[src/rtl/drv_switch_scan.sv]
// Row-scanning sequencer for a switch matrix: drives one row at a time,
// lets the columns settle, samples them and builds a per-key level image.
// Ports:
//   i_clk, i_rst (async, active-low), i_en (scan enable)
//   i_col     : raw column lines, asynchronous to i_clk
//   o_row     : row drive, one bit at the active level while scanning
//   o_row_idx : index of the row currently driven
//   o_drv_sw  : key level image, [row][col], in i_col polarity
//   o_frame   : one-cycle pulse when the last row of a frame is visible
module drv_switch_scan #(
  parameter int p_line   = 4,
  parameter int p_column = 4,
  parameter int p_settle = 4,
  parameter int p_mode   = 0
) (
  input  logic                      i_clk,
  input  logic                      i_rst,
  input  logic                      i_en,
  input  logic [p_column-1:0]       i_col,
  output logic [p_line-1:0]         o_row,
  output logic [$clog2(p_line)-1:0] o_row_idx,
  output logic [p_column-1:0]       o_drv_sw [p_line-1:0],
  output logic                      o_frame
);

  localparam int   IW  = $clog2(p_line);
  localparam int   CW  = $clog2(p_settle);
  localparam logic ACT = (p_mode != 0);

  typedef enum logic [1:0] {
    IDLE,
    SETTLE,
    SAMPLE
  } state_t;

  state_t state;
  state_t state_nx;

  logic [CW-1:0]       cnt;
  logic [IW-1:0]       idx;
  logic [p_column-1:0] col_s1;
  logic [p_column-1:0] col_s2;
  logic                cnt_last;
  logic                row_last;
  logic                capture;

  assign cnt_last = (cnt == CW'(p_settle - 1));
  assign row_last = (idx == IW'(p_line - 1));
  // A disable seen in SAMPLE suppresses the capture.
  assign capture  = (state == SAMPLE) && i_en;

  always_ff @(posedge i_clk or negedge i_rst) begin
    if (!i_rst) begin
      state <= IDLE;
    end else begin
      state <= state_nx;
    end
  end

  always_comb begin
    state_nx = state;
    if (!i_en) begin
      state_nx = IDLE;
    end else begin
      unique case (state)
        IDLE:    state_nx = SETTLE;
        SETTLE:  if (cnt_last) state_nx = SAMPLE;
        SAMPLE:  state_nx = SETTLE;
        default: state_nx = IDLE;
      endcase
    end
  end

  always_comb begin
    o_row = {p_line{~ACT}};
    if (state != IDLE) begin
      o_row[idx] = ACT;
    end
  end

  assign o_row_idx = idx;

  always_ff @(posedge i_clk or negedge i_rst) begin
    if (!i_rst) begin
      col_s1  <= {p_column{~ACT}};
      col_s2  <= {p_column{~ACT}};
      cnt     <= '0;
      idx     <= '0;
      o_frame <= 1'b0;
      for (int r = 0; r < p_line; r++) begin
        o_drv_sw[r] <= {p_column{~ACT}};
      end
    end else begin
      col_s1  <= i_col;
      col_s2  <= col_s1;
      o_frame <= capture && row_last;
      if (state == SETTLE && state_nx == SETTLE) begin
        cnt <= cnt + 1'b1;
      end else begin
        cnt <= '0;
      end
      // Leaving the scan always restarts at row 0.
      if (!i_en) begin
        idx <= '0;
      end else if (capture) begin
        idx <= row_last ? '0 : idx + 1'b1;
      end
      if (capture) begin
        o_drv_sw[idx] <= col_s2;
      end
    end
  end

endmodule

[config.mk]
export PLATFORM = sky130hd
export DESIGN_NAME = drv_switch_scan
export DESIGN_NICKNAME = d
export VERILOG_FILES = /design/src/rtl/drv_switch_scan.sv
export SDC_FILE = /design/constraint.sdc
export NUM_CORES = 1
export LEC_CHECK = 0
export ABC_CLOCK_PERIOD_IN_PS = 2300
export BUFFER_PORTS_ARGS = -buffer_cell sky130_fd_sc_hd__buf_2
export CORE_MARGIN = 2
export CORE_UTILIZATION = 50
export CTS_CLUSTER_SIZE = 16
export DETAILED_ROUTE_END_ITERATION = 16
export PLACE_DENSITY = 0.76
export SYNTH_ARGS = -nofsm -noshare
export SYNTH_HDL_FRONTEND = slang
export SYNTH_SLANG_ARGS = --single-unit
[constraint.sdc]
create_clock -name i_clk -period 2.3 [get_ports i_clk]
set_clock_uncertainty 0.2 [all_clocks]
set_input_delay 0.345 -clock i_clk [delete_from_list [all_inputs] [get_ports i_clk]]
set_output_delay 0.345 -clock i_clk [all_outputs]
set_load 0.1 [all_outputs]
==> reports/results.ini <==
[sta]
layout_min_cycle_time_ns = 2.080
worstMarginPinSlew_ns = 0.6412
fin_crit_sh_pct = 90.45
relSlewSlack_pct = 57.25
worst_slack_ns = 0.2195
fmaxAchievable_ghz = 0.4807
fin_setup_tns_ns = 0
rsz0062_at_grt = false
setup_viol = 0
slew_violations = 0
final_hold_viol_count = 0

[global_routing]
grt_pass1_wl_mm = 3.194
grt_pass1_vias = 738
overflow = 0
grt_max_degree = 32
antenna_found_initial = 0
grtUsageTotal_pct = 17.29

[clock_tree]
clk_latency_ns = 0.32
cts_buffer_depth = 2
clk_pin_slew_ns = 0.09
hold_buffers = 5
cts_resized = 0
cts_max_level = 2
clock-sinks = 31
postCtsSetupBuffers = 0
cts_buffers = 5
cts_tree = done
cts-root-buf = clkbuf_4

[floorplanning]
die_w_um = 52.79
start_util_pct = 53.28
num_rows = 17
fp.dieH_um = 52.79
boundaryPins = 30
die_area_um2 = 2786
core_um2 = 2233

[finish]
regArea_um2 = 807.0
finalNonFillerCells = 145
multi_input_area_um2 = 380.4
diodes = 0
nets = 129
post-route-util_pct = 66.50
area_delta_synth_final_pct = 24.82
drive_above_1_share_pct = 70.09
nFillCells = 177

[worst_setup_path]
arrival_ns = 1.54
critPathLaunchType = flop
cp-end-kind = primary output
crit_required_ns = 1.75
critPathKind = flop to primary output
crit_fanout = 5

[flow_run]
cap_violations = 0

[logic_synthesis]
synth-async-reset-ratio_pct = 100.0
yosysWarnings = 0
synth_nets = 89
ys_seq_area_share_pct = 67.72
syn_inst = 77
synth_edf_count = 0
synth-main-ff-cell = dfstp_2
synth.avg_cell_area_um2 = 15.45
yosys_register_bits = 31
synth_area_um2 = 1190
yosysUniqueCellTypes = 18

[power_and_ir_drop]
power_density_nw_per_um2 = 630.4
max-vdd-ir-drop_uv = 518.8
intPower_mw = 0.7216
finalPower_mw = 0.9362
seq_power_share_pct = 61.3
leakage_nw = 0.7238
pwr-share-clk_pct = 33.2
p_sw_mw = 0.2146
comb_power_share_pct = 5.5
p_sw_share_pct = 22.92

[route]
dr.pass1.iters = 4
drtAntennaViolNets = 0
post_drt_via_cell_ratio = 4.972
num_vias = 721
wl_mm = 1.959
drc = 0
post_drt_wl_per_cell_um = 13.51
drt-initial-drc-count = 3

[place]
place_congestion = 0.7003
dp_slack_ns = 0.5686
port_buffers = 29
place_hpwl_mm = 1.398
place_inst = 133

[hold_path]
hold_path.class = primary input to flop

[outcome]
outcome = completed

-- routing by layer --
| metal | vias up | global-route usage [%] | wire, um |
|---|---|---|---|
| li1 | 346 | - | - |
| met1 | 352 | 19.43 | 842 |
| met2 | 19 | 28.13 | 992 |
| met3 | 4 | 6.000 | 100 |
| met4 | 0 | 10.26 | 23 |
| met5 | - | 0 | 0 |
-- metrics by stage --
step | instance area [um2] | hold slack, ns
after floorplan | 1206 | -0.1506
after CTS | 1485 | 0.07811
after detailed placement | 1379 | 0.1475
after global placement | 1379 | 0.1454
final | 1485 | 0.08537
after global routing | 1485 | 0.08243
-- cell type report --
class	instances	share of cell area, %
clock inverter	1	0.3370
timing repair buffer	34	13.14
tap	28	2.359
inverter	3	0.7582
multi-input combinational	42	25.61
sequential	31	54.34
clock buffer	6	3.454
-- cells in the mapped netlist, drive strengths merged, types with 3 or more instances --
library cell,number,area [um2]
o21ai,5,25.02
dfrtp,7,175.2
dfstp,24,630.6
inv,3,11.26
nand2,6,22.52
mux2,16,180.2
ha,5,62.56
-- path summary, 6_finish.rpt --
path                               from      endpoint  slack [ns]  cells past startpoint
min                                i_en      state[0]        0.09                      2
max in group asynchronous         i_rst  o_row_idx[0]        1.08                      2
max reg2reg                    state[1]  o_drv_sw[14]        0.66                      3
min reg2reg                   col_s1[3]     col_s2[3]        0.16                      0
max                        o_row_idx[1]      o_row[1]        0.22                      4
min in group asynchronous         i_rst      state[1]        0.37                      2
-- logic make-up (layout without fill, tap and decap cells) --
group	Yosys count	after routing	synth area share (%)
buffers and inverters	4	44	1.577
DFF	31	31	67.72
muxes	17	17	15.98
AOI/OAI and AO/OA	6	6	2.734
and+or+nand+nor	14	14	6.732
adders and majority gates	5	5	5.258
-- registers in the layout, indices dropped and copies added (netlist names) --
name,count
o_drv_sw,16
col_s2,4
state,2
col_s1,4
o_frame,1
cnt,2
o_row_idx,2
-- power groups by stage --
stage	combinational (mW)	sequential, mW	clock, mW
floorplan	0.0147	0.592	0
finish	0.0515	0.574	0.311
global placement	0.0448	0.582	0
detailed placement	0.0459	0.583	0
CTS	0.0524	0.574	0.322
global route	0.0560	0.576	0.348
-- cell usage in the layout, fill, tap and decap left out --
| cell type | n |
|---|---|
| mux2i_1 | 1 |
| a21boi_0 | 1 |
| nor2b_1 | 1 |
| and2_1 | 1 |
| nor4b_1 | 1 |
| buf_2 | 29 |
| dlygate4sd3_1 | 5 |
| dfrtp_1 | 6 |
| clkbuf_8 | 1 |
| clkbuf_4 | 5 |
| nand2b_1 | 1 |
| nand2_1 | 6 |
| nor4_1 | 1 |
| ha_1 | 5 |
| and3b_2 | 1 |
| inv_1 | 3 |
| clkinv_2 | 1 |
| mux2_2 | 16 |
| or3_1 | 1 |
| dfstp_2 | 24 |
| o21ai_2 | 4 |
| nor3b_1 | 1 |
| dfrtp_2 | 1 |
| o21ai_0 | 1 |
-- critical path: stages, from the launching register on --
cell     delay (ns)
dfrtp_1        0.41
inv_1          0.09
ha_1           0.22
o21ai_2        0.06
buf_2          0.43
Power figures use the tool's default switching activity.
